File: config.mk
export PLATFORM = sky130hd
export DESIGN_NAME = rib_timer
export DESIGN_NICKNAME = d
export VERILOG_FILES = /design/src/rtl/rib_timer.sv
export SDC_FILE = /design/constraint.sdc
export NUM_CORES = 1
export LEC_CHECK = 0
export BUFFER_PORTS_ARGS = -buffer_cell sky130_fd_sc_hd__buf_2
export CAP_MARGIN = 10
export CELL_PAD_IN_SITES_DETAIL_PLACEMENT = 0
export CELL_PAD_IN_SITES_GLOBAL_PLACEMENT = 2
export CORE_MARGIN = 4
export CORE_UTILIZATION = 33
export DETAILED_ROUTE_END_ITERATION = 8
export GPL_ROUTABILITY_DRIVEN = 1
export PLACE_DENSITY = 0.81
export SYNTH_ARGS = -nofsm -noshare
export SYNTH_HDL_FRONTEND = slang
export SYNTH_SLANG_ARGS = --single-unit
File: constraint.sdc
create_clock -name clk -period 5.25 [get_ports clk]
set_clock_uncertainty 0.2 [all_clocks]
set_input_delay 0.7875 -clock clk [delete_from_list [all_inputs] [get_ports clk]]
set_output_delay 0.7875 -clock clk [all_outputs]
set_load 0.005 [all_outputs]
File: src/rtl/rib_timer.sv
// RIB-mapped timer: prescaled up-counter with terminal value, pending flag,
// one-shot mode and level interrupt.
`timescale 1ns/1ps
module rib_timer #(
  parameter int PSC_WIDTH = 16
) (
  input  logic        clk,
  input  logic        rst,
  input  logic [31:0] addr_i,
  input  logic [31:0] data_i,
  input  logic        we_i,
  output logic [31:0] data_o,
  output logic        int_sig_o
);

  localparam logic [7:0] OFF_CTRL  = 8'h00;
  localparam logic [7:0] OFF_COUNT = 8'h04;
  localparam logic [7:0] OFF_VALUE = 8'h08;
  localparam logic [7:0] OFF_PSC   = 8'h0C;

  logic                 en_reg, en_next;
  logic                 int_en_reg, int_en_next;
  logic                 pend_reg, pend_next;
  logic                 oneshot_reg, oneshot_next;
  logic [31:0]          count_reg, count_next;
  logic [31:0]          value_reg, value_next;
  logic [PSC_WIDTH-1:0] psc_reg, psc_next;
  logic [PSC_WIDTH-1:0] psc_cnt_reg, psc_cnt_next;

  logic        wr_ctrl, wr_count, wr_value, wr_psc;
  logic        running, tick, expire;
  logic [32:0] count_inc;
  logic        unused_addr;

  assign unused_addr = ^addr_i[31:8];

  assign wr_ctrl  = we_i && (addr_i[7:0] == OFF_CTRL);
  assign wr_count = we_i && (addr_i[7:0] == OFF_COUNT);
  assign wr_value = we_i && (addr_i[7:0] == OFF_VALUE);
  assign wr_psc   = we_i && (addr_i[7:0] == OFF_PSC);

  assign running   = en_reg && (value_reg != 32'd0);
  assign tick      = running && (psc_cnt_reg == psc_reg);
  // 33-bit increment so a software-loaded 0xFFFFFFFF still compares as >= VALUE
  assign count_inc = {1'b0, count_reg} + 33'd1;
  assign expire    = tick && (count_inc >= {1'b0, value_reg});

  always_comb begin
    en_next      = en_reg;
    int_en_next  = int_en_reg;
    pend_next    = pend_reg;
    oneshot_next = oneshot_reg;
    count_next   = count_reg;
    value_next   = value_reg;
    psc_next     = psc_reg;
    psc_cnt_next = psc_cnt_reg;

    if (running) begin
      psc_cnt_next = tick ? '0 : psc_cnt_reg + 1'b1;
    end
    if (tick) begin
      count_next = expire ? 32'd0 : count_inc[31:0];
    end

    if (wr_ctrl) begin
      en_next      = data_i[0];
      int_en_next  = data_i[1];
      oneshot_next = data_i[3];
      if (data_i[2]) pend_next = 1'b0;
      if (!en_reg && data_i[0]) psc_cnt_next = '0;
    end
    if (wr_count) begin
      count_next   = data_i;
      psc_cnt_next = '0;
    end
    if (wr_value) value_next = data_i;
    if (wr_psc)   psc_next   = data_i[PSC_WIDTH-1:0];

    // Hardware events are applied last so they win over same-cycle software writes.
    if (expire) begin
      pend_next = 1'b1;
      if (oneshot_reg) en_next = 1'b0;
    end
  end

  always_ff @(posedge clk) begin
    if (rst) begin
      en_reg      <= 1'b0;
      int_en_reg  <= 1'b0;
      pend_reg    <= 1'b0;
      oneshot_reg <= 1'b0;
      count_reg   <= 32'd0;
      value_reg   <= 32'd0;
      psc_reg     <= '0;
      psc_cnt_reg <= '0;
    end else begin
      en_reg      <= en_next;
      int_en_reg  <= int_en_next;
      pend_reg    <= pend_next;
      oneshot_reg <= oneshot_next;
      count_reg   <= count_next;
      value_reg   <= value_next;
      psc_reg     <= psc_next;
      psc_cnt_reg <= psc_cnt_next;
    end
  end

  always_comb begin
    data_o = 32'd0;
    case (addr_i[7:0])
      OFF_CTRL:  data_o = {28'd0, oneshot_reg, pend_reg, int_en_reg, en_reg};
      OFF_COUNT: data_o = count_reg;
      OFF_VALUE: data_o = value_reg;
      OFF_PSC:   data_o = 32'(psc_reg);
      default:   data_o = 32'd0;
    endcase
  end

  assign int_sig_o = pend_reg && int_en_reg;

endmodule

==> out/results.ini, run 1 <==
[drt]
detail_route.wirelength_mm = 19.7
postRouteAntennaNets = 0
drc_errors = 0
via_per_inst = 5.15
initialDrtViolationCount = 397
router_iterations_before_antenna_repair = 4
routed-via-count = 5928
routed_length_per_instance_um = 17.2

[hold_path]
timing.hold.worst_path_depth = 1
timing.hold.worst_endpoint = en_reg$_SDFF_PP0_
min-delay-path-class = reg -> reg
startpoint_of_the_most_critical_hold_path = oneshot_reg$_SDFFE_PP0P_

[worst_setup_path]
worst_setup_path_end_kind = register
reg2reg_from = count_reg[1]$_SDFFE_PP0P_
end_of_the_worst_register_to_register_path = count_reg[27]$_SDFFE_PP0P_
path_class = reg -> reg
setup.reg_to_reg.worst_slack_ps = 480
r2r_cells = 14
worstSetupStartpointType = register
critical_path_peak_fanout = 9
critical_path_required_ps = 5320
critical_path_at_ps = 4840

[synthesis]
synth_compound_area_share_pct = 15.8
synth.area.mux_share_pct = 3.76
adder_cell_fraction_of_synth_area_pct = 6.59
largest_family_of_logic_cells_by_synthesized_area = simple AND/OR/NAND/NOR gates
synth_ff_type = sky130_fd_sc_hd__dfxtp_1
synth_edf_count = 0
netlist_area_um2 = 6450
syn-instance-count = 833
synth_warnings = 0
post_synth_and_or_nand_nor_area_fraction_pct = 27.3
ys_seq_area_share_pct = 31.0
syn_area_per_cell_um2 = 7.75
synth.net_count = 934
synth.ff_latch_count = 100
post_synth_num_cell_types = 56
synth-async-reset-ratio_pct = 0
synth-xor-area-share_pct = 8.26

[timing]
timing.max_slew.rel_slack_pct = 23.0
report.final.hold_viol_count = 0
finalSetupViolCount = 0
finalCritPeriodShare_pct = 90.9
rsz0062_at_grt = no
fin_hold_ws_ps = 277
timing.fmax_mhz = 210
pin_slew_with_the_least_headroom_to_its_limit_ps = 1150
final_period_minus_worst_setup_slack_ps = 4770
final.setup.tns_ps = 0
maxSlewViolCount = 0

[clock_tree]
cts_setup_buffers = 0
ctsResizeCount = 0
clock_latency_ps = 360
clk_pin_slew_ps = 70
cts_buffer_depth = 2
root_buffer = sky130_fd_sc_hd__clkbuf_16
deepest_level_of_the_cts_h_tree = 3
cts_tree = built
tritoncts.num_buffers = 9
clock-sinks = 100
hold_buffers = 0

[power_and_ir_drop]
power.switching_mw = 0.376
share_seq_of_total_power_pct = 51.1
sw_frac_of_total_pct = 25.3
p_clk_share_pct = 44.2
peakVddDrop_v = 0.000135
p_comb_share_pct = 4.7
internal_power_mw = 1.11
power_density_nw_per_um2 = 204
power.leakage_nw = 2.62

[placed_design]
gp_congestion = 0.828
io_buffers = 75
place.detailed.instances = 1134
post-dp-hpwl_mm = 14.6

[floorplanning]
boundaryPins = 100
die-height_um = 148
die_area_um2 = 21900
die_width_um = 148
core_area_um2 = 19000
site_rows = 50
start_util_pct = 34.1

[cells_and_area]
final_core_util_pct = 38.5
areaGrowthSynthToFinish_pct = 13.0
layout.cells.non_filler = 1150
diodes = 0
final_layout_size_suffix_gt1_share_pct = 17.9
final_nets = 986

[global_routing]
maximum_number_of_pins_on_one_net_before_global_route_repair = 53
antenna_found_initial = 0
first_global_vias = 5735
grt_overflow_total = 0
groute.usage.overall_pct = 18.1
grt_first_pass_wirelength_mm = 31.8

[flow_run]
timing.max_cap.violations = 0

[status]
status = completed

[critical path, stage by stage (launching register included)]
cell,delay [ps]
sky130_fd_sc_hd__dfxtp_1,340
sky130_fd_sc_hd__ha_1,190
sky130_fd_sc_hd__nand4_1,180
sky130_fd_sc_hd__nor4_2,270
sky130_fd_sc_hd__buf_4,200
sky130_fd_sc_hd__and3_4,210
sky130_fd_sc_hd__nand4_1,110
sky130_fd_sc_hd__xnor2_1,310
sky130_fd_sc_hd__ha_1,310
sky130_fd_sc_hd__a21o_2,210
sky130_fd_sc_hd__a221o_2,330
sky130_fd_sc_hd__a211o_1,290
sky130_fd_sc_hd__nor3_1,930
sky130_fd_sc_hd__o21ai_0,350
sky130_fd_sc_hd__a211oi_1,270
[per-stage QoR]
| stage | setup slack, ps | instance area, µm² | total power, mW |
|---|---|---|---|
| finish | 478 | 7300 | 1.49 |
| floorplan | 1220 | 6450 | 0.810 |
| detailed placement | 400 | 7010 | 0.849 |
| global placement | 482 | 7010 | 0.849 |
| global route | 191 | 7300 | 1.55 |
| CTS | 365 | 7300 | 1.50 |
[power by group through the flow]
stage	Clock (mW)	Combinational, mW	Sequential (mW)
6_report	0.657	0.0706	0.760
5_1_grt	0.708	0.0770	0.760
4_1_cts	0.672	0.0714	0.760
3_5_place_dp	0	0.0712	0.778
3_3_place_gp	0	0.0711	0.778
2_1_floorplan	0	0.0329	0.777
[synthesized netlist by cell type, drive strengths merged, types with 15 or more instances]
cell    instances  area, µm²
a21oi          70        350
a22o           16        140
a31oi          22        138
clkbuf         43        211
dfxtp         100       2000
ha             34        425
inv            43        161
nand2         148        561
nand3          61        355
nand4          27        169
nor2           61        229
nor4           17        149
o21ai          15       75.1
xnor2          49        429
[cells by family (layout without fill, tap and decap cells)]
| group | Yosys count | in the layout |
|---|---|---|
| compound gates | 162 | 162 |
| xor+xnor | 60 | 60 |
| fa+ha+maj | 34 | 34 |
| buf+inv | 99 | 156 |
| flops | 100 | 100 |
| mux | 18 | 18 |
| simple gates | 360 | 360 |
[layer usage]
layer | vias up | GRT usage (%) | part of all wire [%]
li1 | 3011 | - | -
met1 | 2769 | 27.2 | 51
met2 | 132 | 27.8 | 44
met3 | 16 | 2.24 | 4.1
met4 | 0 | 4.20 | 1.0
met5 | - | 0 | 0
[placed cells by master, fill, tap and decap left out, types with 12 or more instances in the layout]
cell type                 Yosys  routed
sky130_fd_sc_hd__buf_2        5      75
sky130_fd_sc_hd__nor3_1      12      12
sky130_fd_sc_hd__a22oi_1     12      12
sky130_fd_sc_hd__ha_1        34      34
sky130_fd_sc_hd__xnor2_1     49      49
sky130_fd_sc_hd__o21ai_0     15      15
sky130_fd_sc_hd__buf_4        1      22
sky130_fd_sc_hd__inv_1       43      43
sky130_fd_sc_hd__nand3_1     51      51
sky130_fd_sc_hd__nor2_1      61      61
sky130_fd_sc_hd__nor4_1      13      13
sky130_fd_sc_hd__nand2_1    146     145
sky130_fd_sc_hd__a22o_1      16      16
sky130_fd_sc_hd__dfxtp_1    100     100
sky130_fd_sc_hd__a31oi_1     22      22
sky130_fd_sc_hd__a21oi_1     70      70
sky130_fd_sc_hd__nand4_1     27      27
[final cells by class]
class	count	area [µm²]
fillers	2011	11700
multi-input cells	634	3990
flip-flops and latches	100	2000
repair buffers	97	541
well taps	260	325
clock buffers	9	225
inverters	43	161
clock inverters	7	57.6
[worst max-delay path by stage]
| stage | from | endpoint | slack [ps] | cells after the start |
|---|---|---|---|---|
| floorplan | count_reg[0]$_SDFFE_PP0P_ | pend_reg$_SDFFE_PP0P_ | 1220 | 14 |
| detailed placement | count_reg[1]$_SDFFE_PP0P_ | count_reg[27]$_SDFFE_PP0P_ | 400 | 14 |
| global route | count_reg[0]$_SDFFE_PP0P_ | count_reg[27]$_SDFFE_PP0P_ | 190 | 15 |
| global placement | count_reg[1]$_SDFFE_PP0P_ | count_reg[27]$_SDFFE_PP0P_ | 480 | 14 |
| CTS | count_reg[1]$_SDFFE_PP0P_ | count_reg[27]$_SDFFE_PP0P_ | 360 | 14 |
| finish | count_reg[1]$_SDFFE_PP0P_ | count_reg[27]$_SDFFE_PP0P_ | 480 | 14 |
No activity file was read; power rests on OpenSTA's default activity.
==> run 2, diff against run 1 <==
--- a/config.mk
+++ b/config.mk
@@ -14,6 +14,7 @@
 export DETAILED_ROUTE_END_ITERATION = 8
 export GPL_ROUTABILITY_DRIVEN = 1
 export PLACE_DENSITY = 0.81
+export REMOVE_ABC_BUFFERS = 1
 export SYNTH_ARGS = -nofsm -noshare
 export SYNTH_HDL_FRONTEND = slang
 export SYNTH_SLANG_ARGS = --single-unit
==> run 2 against run 1 <==
  * Sequential cell count stayed put
  * Worst setup slack worse by 59 ps
  * Global-route usage is 0.39 points higher
  * Combinational power is 1% lower
  * Critical path type unchanged
==> out/results.ini, run 2 (synthesized netlist as in run 1, its figures left out) <==
[cells_and_area]
sequential_cell_area_um2 = 2000
fill_cells = 2010
final_common_cell = sky130_fd_sc_hd__nand2_1
final_layout_size_suffix_gt1_share_pct = 17.3
mostFrequentLayoutCells = sky130_fd_sc_hd__nand2_1, sky130_fd_sc_hd__dfxtp_1, sky130_fd_sc_hd__buf_2
final_core_util_pct = 38.3
final_nets = 980
diodes = 0
areaGrowthSynthToFinish_pct = 12.5
multi_input_area_um2 = 3990

[drt]
detail_route.wirelength_mm = 20.1
initialDrtViolationCount = 320
routed_length_per_instance_um = 17.6
drc_errors = 0
postRouteAntennaNets = 0
via_per_inst = 5.15
routed-via-count = 5887
router_iterations_before_antenna_repair = 4

[floorplanning]
die_width_um = 148
die-height_um = 148
boundaryPins = 100
core_area_um2 = 19000
site_rows = 50
start_util_pct = 34.1
die_area_um2 = 21900

[timing]
timing.max_slew.rel_slack_pct = 22.4
finalCritPeriodShare_pct = 92.0
timing.fmax_mhz = 207
report.final.hold_viol_count = 0
rsz0062_at_grt = no
maxSlewViolCount = 0
final_period_minus_worst_setup_slack_ps = 4830
final.setup.tns_ps = 0
finalSetupViolCount = 0
pin_slew_with_the_least_headroom_to_its_limit_ps = 1160

[power_and_ir_drop]
p_total_mw = 1.49
power_density_nw_per_um2 = 205
peakVddDrop_v = 0.000141
power.leakage_nw = 2.61

[status]
status = completed

[placed_design]
gp_congestion = 0.796
io_buffers = 75
post-dp-hpwl_mm = 14.4

[clock_tree]
cts_buffer_depth = 2
cts_tree = built
root_buffer = sky130_fd_sc_hd__clkbuf_16
clk_pin_slew_ps = 80
clock_latency_ps = 360
deepest_level_of_the_cts_h_tree = 3
clock-sinks = 100
tritoncts.num_buffers = 9

[worst_setup_path]
wp_buf_inv = 1
critical_path_at_ps = 4910
path_class = reg -> reg
worst_path_largest_cell_delay_ps = 680
worstSetupStartpointType = register
reg2reg_from = count_reg[1]$_SDFFE_PP0P_
startpoint = count_reg[1]$_SDFFE_PP0P_
cpLargestDelayFamily = simple AND/OR/NAND/NOR gates
critical_path_peak_fanout = 7
cpMaxStageDelayCell = sky130_fd_sc_hd__nor3_1
critical_path_required_ps = 5320
worst_setup_path_end_kind = register
timing.critical_path.cells = ha_1 > nand4_1 > nor4_4 > nand2_1 > nor3_1 > xor2_1 > ha_1 > nand4_1 > nor2_1 > a221o_2 > a211o_1 > nor3_1 > buf_4 > o21ai_0 > a221oi_1

[flow_run]
timing.max_cap.violations = 0

[global_routing]
grt_overflow_total = 0
first_global_vias = 5816
groute.usage.overall_pct = 18.5
maximum_number_of_pins_on_one_net_before_global_route_repair = 57
grt_first_pass_wirelength_mm = 32.1
antenna_found_initial = 0

[hold_path]
min-delay-path-class = reg -> reg
startpoint_of_the_most_critical_hold_path = psc_reg[9]$_SDFFE_PP0P_

-- run 2: changes by cell type in the layout (fill, tap and decap cells not counted), sizes merged --
cell      previous run  this run
clkinv               2         3
inv                 46        47
buf                 97        91
clkinvlp             2         0
-- run 2: area by class of cell --
class	count	area share, %
multi-input combinational	634	55.0
sequential	100	27.6
timing repair buffer	91	6.82
tap	260	4.48
clock buffer	9	3.10
inverter	43	2.22
clock inverter	7	0.793
-- run 2: final timing paths --
kind / slack [ps] / cells past startpoint / to
setup / recovery: 420 / 15 / count_reg[2]$_SDFFE_PP0P_
hold / removal: 280 / 2 / psc_reg[9]$_SDFFE_PP0P_
setup reg to reg: 420 / 15 / count_reg[2]$_SDFFE_PP0P_
hold reg to reg: 280 / 2 / psc_reg[9]$_SDFFE_PP0P_
-- run 2: worst min-delay path: cells and delay by family, from the launching register on --
family          cells  cell delay, ps
compound gates      1              50
simple gates        1              60
flops               1             330
-- run 2: through the flow --
stage                     instance area, µm²  hold slack (ps)  setup WS [ps]  cells
after CTS                               7240              286            204   1143
after global placement                  6960              273            262   1127
final                                   7260              285            419   1144
after detailed placement                6960              276            258   1127
after floorplan                         6150              226            821    777
after global routing                    7260              310            105   1144
-- run 2: power breakdown --
| group | leakage, nW | internal [mW] | total [mW] | switching [mW] |
|---|---|---|---|---|
| Combinational | 1.66 | 0.0232 | 0.0699 | 0.0467 |
| Sequential | 0.805 | 0.758 | 0.760 | 0.00134 |
| Clock | 0.141 | 0.330 | 0.660 | 0.330 |
-- run 2: per-layer routing --
layer | part of all wire [%] | track usage (%) | up-vias
met5 | 0 | 0 | -
met3 | 3.7 | 2.94 | 15
met1 | 48 | 25.2 | 2765
met4 | 1.2 | 4.11 | 0
met2 | 47 | 31.1 | 103
li1 | - | - | 3004
-- run 2: timing repair --
item | in CTS | in global routing
gates resized for setup | 0 | 1
endpoints found under the setup margin | 0 | 18
buffers inserted | 0 | 1
endpoints found under the hold margin | 0 | 0
hold buffers | 0 | 0
==> run 3, diff against run 2 <==
--- a/config.mk
+++ b/config.mk
@@ -5,15 +5,16 @@
 export SDC_FILE = /design/constraint.sdc
 export NUM_CORES = 1
 export LEC_CHECK = 0
+export ABC_AREA = 1
 export BUFFER_PORTS_ARGS = -buffer_cell sky130_fd_sc_hd__buf_2
 export CAP_MARGIN = 10
 export CELL_PAD_IN_SITES_DETAIL_PLACEMENT = 0
 export CELL_PAD_IN_SITES_GLOBAL_PLACEMENT = 2
 export CORE_MARGIN = 4
-export CORE_UTILIZATION = 33
+export CORE_UTILIZATION = 32
 export DETAILED_ROUTE_END_ITERATION = 8
 export GPL_ROUTABILITY_DRIVEN = 1
-export PLACE_DENSITY = 0.81
+export PLACE_DENSITY = 0.82
 export REMOVE_ABC_BUFFERS = 1
 export SYNTH_ARGS = -nofsm -noshare
 export SYNTH_HDL_FRONTEND = slang
==> run 3 against run 2 <==
  * Hold slack barely moved
  * Non-clock buffer count fell by 8
  * Via count rose by 16%
  * Design area rose by 7.3%
  * First-iteration DRC count rose by 26%
  * Clock-buffer cell count did not move
  * Worst setup slack improved by 820 ps
  * Critical path depth rose by 4
  * Die area rose by 10%
  * Register-to-register slack improved by 820 ps
==> out/results.ini, run 3 <==
[timing]
final.setup.tns_ps = 0
finalSetupViolCount = 0
finalCritPeriodShare_pct = 76.3
report.final.hold_viol_count = 0
maxSlewViolCount = 0
rsz0062_at_grt = no
timing.max_slew.rel_slack_pct = 28.9
timing.fmax_mhz = 250
final_period_minus_worst_setup_slack_ps = 4010
fin_hold_ws_ps = 285
pin_slew_with_the_least_headroom_to_its_limit_ps = 1060

[synthesis]
syn-instance-count = 1049
synth.ff_latch_count = 100
ys_seq_area_share_pct = 28.8
synthTopCellsByCount = sky130_fd_sc_hd__nand2_1, sky130_fd_sc_hd__inv_1, sky130_fd_sc_hd__nor2_1
yosysTopAreaCellShare_pct = 28.8
syn_area_per_cell_um2 = 6.63
synthTopCellsByArea = sky130_fd_sc_hd__dfxtp_1, sky130_fd_sc_hd__nand2_1, sky130_fd_sc_hd__inv_1
synth_edf_count = 0
netlist_area_um2 = 6950
synth.most_common_cell = sky130_fd_sc_hd__nand2_1
synth-async-reset-ratio_pct = 0
post_synth_num_cell_types = 42
synth_ff_type = sky130_fd_sc_hd__dfxtp_1
synth_warnings = 0
synth_area_leader_cell = sky130_fd_sc_hd__dfxtp_1

[cells_and_area]
areaGrowthSynthToFinish_pct = 12.1
final_layout_size_suffix_gt1_share_pct = 12.2
final_common_cell = sky130_fd_sc_hd__nand2_1
final_core_util_pct = 36.7
multi_input_area_um2 = 4140
mostFrequentLayoutCells = sky130_fd_sc_hd__nand2_1, sky130_fd_sc_hd__inv_1, sky130_fd_sc_hd__nor2_1
diodes = 0
fill_cells = 2409
final_nets = 1202
sequential_cell_area_um2 = 2000

[drt]
initialDrtViolationCount = 402
routed_length_per_instance_um = 16.7
drc_errors = 0
router_iterations_before_antenna_repair = 5
detail_route.wirelength_mm = 23.1
postRouteAntennaNets = 0
routed-via-count = 6814
via_per_inst = 4.93

[floorplanning]
die_width_um = 155
die-height_um = 155
site_rows = 53
die_area_um2 = 24100
core_area_um2 = 21200
start_util_pct = 32.8
boundaryPins = 100

[clock_tree]
deepest_level_of_the_cts_h_tree = 3
cts_setup_buffers = 0
root_buffer = sky130_fd_sc_hd__clkbuf_16
clk_pin_slew_ps = 80
ctsResizeCount = 0
cts_buffer_depth = 2
tritoncts.num_buffers = 9
clock-sinks = 100
cts_tree = built
hold_buffers = 0
clock_latency_ps = 370

[worst_setup_path]
path_class = reg -> reg
cpMaxStageDelayCell = sky130_fd_sc_hd__nor2_4
critical_path_required_ps = 5340
critical_path_peak_fanout = 21
critical_path_at_ps = 4100
critPathMostFrequentCell = sky130_fd_sc_hd__nand2_1
timing.critical_path.cells = ha_1 > nand2_2 > nor2_4 > nand2_4 > nor3_1 > nand2_1 > xor2_1 > inv_1 > ha_1 > a21oi_1 > nand2_1 > a21oi_1 > nand2_1 > inv_1 > nand2_1 > nor2_4 > buf_4 > nand4_1 > a21oi_1
worst_setup_path_end_kind = register
worstSetupStartpointType = register
cpLargestDelayFamily = simple AND/OR/NAND/NOR gates
worst_path_largest_cell_delay_ps = 460
wp_buf_inv = 3

[placed_design]
gp_congestion = 0.864
io_buffers = 75
post-dp-hpwl_mm = 17.3

[power_and_ir_drop]
peakVddDrop_v = 0.000130
p_total_mw = 1.51
power_density_nw_per_um2 = 194
power.leakage_nw = 3.11

[hold_path]
min-delay-path-class = reg -> reg

[global_routing]
groute.usage.overall_pct = 19.2
maximum_number_of_pins_on_one_net_before_global_route_repair = 62
grt_first_pass_wirelength_mm = 36.9
first_global_vias = 6712
antenna_found_initial = 0
grt_overflow_total = 0

[flow_run]
timing.max_cap.violations = 0

[status]
status = completed

-- run 3: cell count changes in the layout (fill, tap and decap cells not counted), moves of 24 or more --
cell | previous run | this run
sky130_fd_sc_hd__inv_1 | 43 | 145
sky130_fd_sc_hd__nand2_1 | 146 | 220
sky130_fd_sc_hd__nor2_1 | 60 | 118
sky130_fd_sc_hd__o21ai_0 | 15 | 39
sky130_fd_sc_hd__xnor2_1 | 49 | 16
sky130_fd_sc_hd__xor2_1 | 10 | 36
-- run 3: worst paths after layout --
kind | startpoint | end | slack (ps) | cells past startpoint
setup / recovery | count_reg[0]$_SDFFE_PP0P_ | count_reg[31]$_SDFFE_PP0P_ | 1240 | 19
hold / removal | int_en_reg$_SDFFE_PP0P_ | int_en_reg$_SDFFE_PP0P_ | 280 | 2
setup reg to reg | count_reg[0]$_SDFFE_PP0P_ | count_reg[31]$_SDFFE_PP0P_ | 1240 | 19
hold reg to reg | int_en_reg$_SDFFE_PP0P_ | int_en_reg$_SDFFE_PP0P_ | 280 | 2
-- run 3: cell families after synthesis --
kind of cell               after synthesis  share of synthesized area [%]
DFF                                    100                           28.8
xor gates and xnor gates                52                           6.55
AOI/OAI and AO/OA                      190                           16.2
buffers and inverters                  200                           11.7
and+or+nand+nor                        473                           30.7
adders and majority gates               34                           6.12
-- run 3: final cells by class --
class	count	area share, %
multi-input cells	749	53.1
flip-flops and latches	100	25.7
inverters	158	7.61
repair buffers	83	5.59
well taps	275	4.42
clock buffers	9	2.89
clock inverters	7	0.723
-- run 3: worst min-delay path: cells and delay by family, from the launching register on --
kind | cells | cell delay [ps]
flops | 1 | 330
compound gates | 1 | 50
simple gates | 1 | 60
-- run 3: power by group --
part           switching, mW  internal, mW  leakage, nW  total [mW]
registers           0.000819         0.759        0.805       0.759
clock network          0.347         0.331        0.142       0.677
logic                 0.0542        0.0200         2.17      0.0742
-- run 3: through the flow --
stage               cells  setup WS (ps)  instance area [µm²]
detailed placement   1365           1220                 7510
global placement     1365           1210                 7510
global route         1381            876                 7790
CTS                  1381           1200                 7790
floorplan            1007           2050                 6730
finish               1381           1240                 7790
-- run 3: metal layers --
layer / global-route usage, % / vias to the layer above / wire length [µm]
met3: 2.84 / 23 / 888
li1: - / 3550 / -
met1: 25.7 / 3112 / 11000
met2: 32.5 / 129 / 10800
met5: 0 / - / 0
met4: 5.29 / 0 / 428
